<file path="config.mk">
export PLATFORM = sky130hd
export DESIGN_NAME = image_in_sram
export DESIGN_NICKNAME = d
export VERILOG_FILES = /design/src/rtl/image_in_sram_pkg.sv /design/src/rtl/image_in_sram.sv
export SDC_FILE = /design/constraint.sdc
export NUM_CORES = 1
export LEC_CHECK = 0
export CORE_AREA = 5 5 69 102
export CTS_BUF_LIST = sky130_fd_sc_hd__clkbuf_8
export DETAILED_ROUTE_END_ITERATION = 16
export DIE_AREA = 0 0 74 107
export PLACE_DENSITY_LB_ADDON = 0.1
export SYNTH_ARGS = -nofsm -noshare
export SYNTH_HDL_FRONTEND = slang
export SYNTH_SLANG_ARGS = --single-unit
export TNS_END_PERCENT = 10
</file>
<file path="constraint.sdc">
create_clock -name wclk -period 3.4 [get_ports wclk]
set_input_delay 0.68 -clock wclk [delete_from_list [all_inputs] [get_ports wclk]]
set_output_delay 0.68 -clock wclk [all_outputs]
set_load 0.05 [all_outputs]
</file>
<file path="src/rtl/image_in_sram_pkg.sv">
// Shared definitions for the camera-to-SRAM and SRAM-to-display frame movers.
package image_in_sram_pkg;

   localparam int SRAM_ADDR_W      = 19;
   localparam int SRAM_DATA_W      = 16;
   localparam int FRAME_PIXELS_DEF = 307200;
   // Wide enough to hold the largest legal frame size (524288).
   localparam int PIX_CNT_W        = 20;

   typedef enum logic [2:0] {
      s_idle,
      s_wait,
      s_setup,
      s_strobe,
      s_hold,
      s_done
   } state_e;

endpackage

</file>
<file path="src/rtl/image_in_sram.sv">
// Camera pixel stream to SRAM frame writer. Each accepted pixel goes through
// a setup / strobe / hold write cycle, so the block takes at most one pixel
// every four cycles. All outputs come straight from flops.
module image_in_sram
   import image_in_sram_pkg::*;
#(
   parameter int                     FRAME_PIXELS = FRAME_PIXELS_DEF,
   parameter logic [SRAM_ADDR_W-1:0] BASE_ADDR    = '0
) (
   input  logic                   wclk,
   input  logic                   rst,
   input  logic                   enable,
   input  logic                   cam_valid,
   input  logic [SRAM_DATA_W-1:0] cam_din,
   output logic                   cam_ready,
   output logic                   selec_in_sram,
   output logic                   write_in_sram,
   output logic                   read_in_sram,
   output logic [SRAM_ADDR_W-1:0] addr_wr_in_sram,
   output logic [SRAM_DATA_W-1:0] data_wr_in_sram,
   output logic                   done
);

   localparam logic [PIX_CNT_W-1:0] LAST_CNT = PIX_CNT_W'(FRAME_PIXELS);

   state_e                 state_q, state_d;
   logic [SRAM_ADDR_W-1:0] addr_q, addr_d;
   logic [SRAM_DATA_W-1:0] data_q, data_d;
   logic [PIX_CNT_W-1:0]   cnt_q, cnt_d;
   // Remembers that enable fell mid-write so the cycle can finish first.
   logic                   abort_q, abort_d;
   logic                   ready_q, sel_q, wr_q, done_q;

   // Next-state, address/data/count update for the write sequencer.
   always_comb begin
      state_d = state_q;
      addr_d  = addr_q;
      data_d  = data_q;
      cnt_d   = cnt_q;
      abort_d = abort_q;
      case (state_q)
         s_idle: begin
            if (enable) begin
               addr_d  = BASE_ADDR;
               cnt_d   = '0;
               abort_d = 1'b0;
               state_d = s_wait;
            end
         end
         s_wait: begin
            if (!enable) begin
               state_d = s_idle;
            end else if (cam_valid) begin
               data_d  = cam_din;
               state_d = s_setup;
            end
         end
         s_setup: begin
            if (!enable) abort_d = 1'b1;
            state_d = s_strobe;
         end
         s_strobe: begin
            if (!enable) abort_d = 1'b1;
            state_d = s_hold;
         end
         s_hold: begin
            cnt_d = cnt_q + 1'b1;
            if (abort_q || !enable) begin
               state_d = s_idle;
            end else if (cnt_d == LAST_CNT) begin
               state_d = s_done;
            end else begin
               // 19-bit add wraps 0x7FFFF -> 0x00000 by construction.
               addr_d  = addr_q + 1'b1;
               state_d = s_wait;
            end
         end
         s_done: state_d = s_idle;
         default: state_d = s_idle;
      endcase
      // Idle always presents the reset-value outputs.
      if (state_d == s_idle) begin
         addr_d  = BASE_ADDR;
         data_d  = '0;
         cnt_d   = '0;
         abort_d = 1'b0;
      end
   end

   // State and output registers; outputs decoded from the next state so they
   // line up with the state they belong to without any input-to-output path.
   always_ff @(posedge wclk) begin
      if (rst) begin
         state_q <= s_idle;
         addr_q  <= BASE_ADDR;
         data_q  <= '0;
         cnt_q   <= '0;
         abort_q <= 1'b0;
         ready_q <= 1'b0;
         sel_q   <= 1'b0;
         wr_q    <= 1'b0;
         done_q  <= 1'b0;
      end else begin
         state_q <= state_d;
         addr_q  <= addr_d;
         data_q  <= data_d;
         cnt_q   <= cnt_d;
         abort_q <= abort_d;
         ready_q <= (state_d == s_wait);
         sel_q   <= (state_d == s_setup) || (state_d == s_strobe) || (state_d == s_hold);
         wr_q    <= (state_d == s_strobe);
         done_q  <= (state_d == s_done);
      end
   end

   assign cam_ready       = ready_q;
   assign selec_in_sram   = sel_q;
   assign write_in_sram   = wr_q;
   assign read_in_sram    = 1'b0;
   assign addr_wr_in_sram = addr_q;
   assign data_wr_in_sram = data_q;
   assign done            = done_q;

endmodule
</file>
-- Yosys cells after proc, flatten, opt, wreduce, memory -nomap -nowiden
Index checks and enable logic that the tools add are counted.
- bits in registers: 63
- input port bits: 20
- output and inout bits: 40
- logic and storage cells: 54
- add/subtract/negate cells: 2
- equal/unequal tests: 14
- mux-type cells: 15
- reduce and logical (&&, ||, !) cells: 14
- operators by type and width (operator ; count):
    $mux W19 ; 3
    $pmux W20 S2 ; 1
    $pmux W19 S2 ; 1
    $add A20 B1 Y20 const B ; 1
    $eq A20 B19 Y1 const B ; 1
    $mux W20 ; 1
    $add A19 B1 Y19 const B ; 1
    $mux W3 ; 5
    $pmux W3 S5 ; 1
    $eq A3 B2 Y1 const B ; 4
    $eq A3 B3 Y1 const B ; 3
    $ne A2 B2 Y1 const B ; 4
    $eq A3 B1 Y1 const B ; 2
    $logic_not A3 Y1 ; 2
    $reduce_and A3 Y1 ; 2
    $reduce_and A4 Y1 ; 1
    $reduce_bool A2 Y1 ; 2
    $reduce_or A2 Y1 ; 2
    $logic_or A1 B1 Y1 ; 3
    $mux W1 ; 2
    $pmux W1 S2 ; 1
    $reduce_and A2 Y1 ; 1
    $logic_not A1 Y1 ; 1

-- Depth between registers and ports, before layout
Gate-level depths: netlist of the first run.
- word-level depth: 8
- depth in mapped cells: 10
- depth with buffers taken out: 8

-- Worst setup path after synthesis of the first run
OpenSTA, ideal clock, no wires.
- path type: flip-flop to flip-flop
- start point: register cnt_q[0]
- end point: register ready_q, in the netlist cam_ready
- library setup time: 0.116 ns
- data arrival time: 2.470 ns
- required time: 3.284 ns
- path slack: 0.814 ns
- cell stages (with the launch flop): 11
- buffers on the path: 2
- clock period less this slack: 2.586 ns
- path through: dfxtp_1 > ha_1 > nand3_2 > nor4_4 > nand3_1 > a2111o_1 > nor4_2 > buf_4 > buf_12 > a2bb2oi_2 > and3_1
- cells in the longest elaborated chain, start to end: 6
- RTL lines (element ; line ; text):
    start, declared ; image_in_sram.sv:29 ; logic [PIX_CNT_W-1:0] cnt_q, cnt_d;
    start signal, assigned ; image_in_sram.sv:107 ; cnt_q <= cnt_d;
    $add A20 B1 Y20 ; image_in_sram.sv:67 ; cnt_d = cnt_q + 1'b1;
    $eq A20 B19 Y1 ; image_in_sram.sv:70 ; end else if (cnt_d == LAST_CNT) begin
    $mux W3 ; image_in_sram.sv:70 ;
    $mux W3 ; image_in_sram.sv:68 ; if (abort_q || !enable) begin
    $pmux W3 S5 ; image_in_sram.sv:41 ; case (state_q)
    $eq A3 B1 Y1 ; image_in_sram.sv:109 ; ready_q <= (state_d == s_wait);
    end signal, assigned ; image_in_sram.sv:109 ;
    end, declared ; image_in_sram.sv:32 ; logic ready_q, sel_q, wr_q, done_q;
No other way between the ends.
A chain may end at the register's enable or synchronous reset.

-- Worst setup path after layout of the first run
Same ends and word-level chain as after synthesis.

==> out/metrics.csv, run 1 <==
metric,value,unit
status,finished clean,
fillers,544,
fp.dieArea,7920,um^2
drive_gt1_frac,0.0735,
combPwrFrac,0.066,
cts_root_buffer,clkbuf_8,
stdcell_count,523,
hp-class,reg2reg,
netlist_instances,400,
ys_top_cells_by_area,"dfxtp_1, nand2_1, a21oi_1",
worstHoldStart,data_wr_in_sram[11]$_SDFFE_PP0P_,
syn-num-nets,422,
die_w,74,um
ctsHoldBuffers,0,
hold-path-cell-count,2,
busiest_layer,met2,
rsz0062_at_grt,no,
drt-total-wl,7800,um
finalMaxSlewViolations,0,
min_period,3080,ps
path_cells,ha_1 > nand3_2 > nor4_4 > nand3_1 > a2111o_1 > nor4_4 > buf_4 > a2bb2oi_2 > and3_1,
grt_pass1_vias,2757,
place.gp.congestion,0.896,
synth_top_area_share,0.399,
clock_insertion_delay_worst_skew,340,ps
cpMaxStageDelayCell,a2111o_1,
cpMostUsedCell,nor4_4,
critPathBufInv,1,
setup_viol,0,
synth_top_area_cell,dfxtp_1,
ir_drop,0.244,mV
start_util,0.519,
max-cap-violations,0,
finalClockSkew,6.32,ps
grt_max_degree,40,
async_flop_share,0,
core,6090,um^2
ys_warn_count,0,
arrival,3310,ps
final-hold-violation-count,0,
drtPass1Iterations,4,
hold_end,data_wr_in_sram[11]$_SDFFE_PP0P_,
gr-total-overflow,0,
worst_pin_slew,749,ps
drt_iter0_drc,174,
cts_tree,built,
drc,0,
swShare,0.235,
internal_power,1.16,mW
reg2reg_from,cnt_q[0]$_SDFFE_PP0P_,
syn2layout_area_growth,24.3,%
synth_ff_type,dfxtp_1,
relSlewSlack,0.499,
cts.sinks,63,
ys_seq_elements,63,
cp.required,3630,ps
critPathKind,reg2reg,
cts_buffer_depth,2,
final_util,0.646,
yosysUniqueCellTypes,55,
ctsResizeCount,0,
hpwl,5420,um
cts.clk_slew.worst_paths,70,ps
port_buffers,58,
netlist_area,3160,um^2
yosysSeqAreaShare,0.399,
vias_per_cell,5.85,
vias,3061,
crit_family,simple AND/OR/NAND/NOR gates,
end_kind,flop,
switchingPower,0.355,mW
period_share,0.905,
top_level_ports,60,
placedCellCount,507,
grt_pass1_wl,13100,um
use_met1,0.250,
core.rowCount,35,
ant_nets,0,
h-tree-depth,3,
cp-start-kind,flop,
powerDensity,385,nW/um^2
ff2ff_setup_slack,320,ps
cp_slowest_stage_delay,470,ps
grtUsageTotal,0.207,
fp.dieH,107,um
synth_enable_flop_cells,0,
wl_per_cell,14.9,um
post-cts-setup-buffer-count,0,
clock.fmax,325,MHz
tns,0,ps
synth_top_cells_by_count,"dfxtp_1, nand2_1, a21oi_1",
cts_buffers,9,
met3_usage,0.0432,
use_met2,0.355,
seqPwrFrac,0.493,
diodes,0,
pwr-share-clk,0.440,
antenna_found_initial,0,
p_leak,1.29,nW
path_max_fanout,18,
synth.avg_cell_area,7.90,um^2
whs,451,ps
rr_endpoint,cam_ready$_SDFF_PP0_,
worst_r2r_path_depth,9,
finalNetCount,466,
per-stage QoR:
| stage | instance area (um^2) | total power [mW] | setup WS, ps |
|---|---|---|---|
| 2_1_floorplan | 3160 | 0.822 | 814 |
| 3_3_place_gp | 3720 | 0.863 | 468 |
| 3_5_place_dp | 3720 | 0.864 | 363 |
| 4_1_cts | 3930 | 1.53 | 335 |
| 5_1_grt | 3930 | 1.57 | 84.5 |
| 6_report | 3930 | 1.51 | 322 |
layout make-up:
class,instances,area (um^2),area share
well taps,74,92.6,0.0236
repair buffers,63,618,0.157
multi-input cells,303,1740,0.442
clock inverters,5,56.3,0.0143
flip-flops and latches,63,1260,0.321
inverters,4,15.0,0.00382
clock buffers,11,151,0.0385
power by group through the flow:
stage               clock network [mW]  registers [mW]  logic, mW
floorplan                            0           0.775     0.0465
global placement                     0           0.763      0.101
detailed placement                   0           0.763      0.101
CTS                              0.684           0.746      0.101
global route                     0.717           0.746      0.110
finish                           0.666           0.746      0.100
cells by family (layout without fill, tap and decap cells):
logic type | Yosys count | in the layout | share of synthesized area
flip-flops | 63 | 63 | 0.399
other | 1 | 1 | 0.00119
XOR/XNOR | 7 | 7 | 0.0194
buffers and inverters | 34 | 83 | 0.0546
multiplexers | 2 | 2 | 0.00633
adder cells (fa/ha/maj) | 2 | 2 | 0.00792
AO/OA/AOI/OAI | 108 | 108 | 0.217
AND/OR/NAND/NOR | 183 | 183 | 0.294
worst max path at each step:
stage	slack (ps)	cells past startpoint	start	to
final	320	9	cnt_q[0]$_SDFFE_PP0P_	cam_ready$_SDFF_PP0_
after global routing	80	9	cnt_q[0]$_SDFFE_PP0P_	cam_ready$_SDFF_PP0_
after CTS	340	9	cnt_q[0]$_SDFFE_PP0P_	cam_ready$_SDFF_PP0_
after detailed placement	360	9	cnt_q[0]$_SDFFE_PP0P_	cam_ready$_SDFF_PP0_
after global placement	470	9	cnt_q[0]$_SDFFE_PP0P_	cam_ready$_SDFF_PP0_
after floorplan	810	10	cnt_q[0]$_SDFFE_PP0P_	cam_ready$_SDFF_PP0_
metal layers:
layer  vias up  part of all wire
met2        64              0.54
met5         -                 0
li1       1547                 -
met4         0             0.020
met1      1436              0.40
met3        14             0.039
sequential cells by signal, indices dropped and copies added (netlist names):
name	flops
state_q	3
cam_ready	1
data_wr_in_sram	16
done	1
write_in_sram	1
addr_wr_in_sram	19
selec_in_sram	1
abort_q	1
cnt_q	20
cell usage in the layout (no fill, tap or decap), drive strengths merged, types with 6 or more instances in the layout:
master,instances
nand2,63
dfxtp,63
clkdlybuf4s50,58
a21oi,44
nor2,42
o21ai,18
nand3,16
o31ai,14
or4,13
nand4,12
clkbuf,11
a311oi,9
and3,8
or3,6
tightest hold or removal path: stages, from the launching register on:
cell,delay [ps]
dfxtp_1,310
nand2_1,50
a21oi_1,50
Power figures use the tool's default switching activity.
==> run 2: changes to the inputs <==
--- a/config.mk
+++ b/config.mk
@@ -10,6 +10,7 @@
 export DETAILED_ROUTE_END_ITERATION = 16
 export DIE_AREA = 0 0 74 107
 export PLACE_DENSITY_LB_ADDON = 0.1
+export SLEW_MARGIN = 15
 export SYNTH_ARGS = -nofsm -noshare
 export SYNTH_HDL_FRONTEND = slang
 export SYNTH_SLANG_ARGS = --single-unit
==> constraint.sdc (replaced) <==
create_clock -name wclk -period 3.4 [get_ports wclk]
set_input_delay 0.68 -clock wclk [delete_from_list [all_inputs] [get_ports wclk]]
set_output_delay 0.68 -clock wclk [all_outputs]
set_load 0.01 [all_outputs]
==> results of run 2 <==
The final DEF is identical to that of run 1. Status: finished clean.
Main changes from that run: total power 1.51 mW -> 1.50 mW
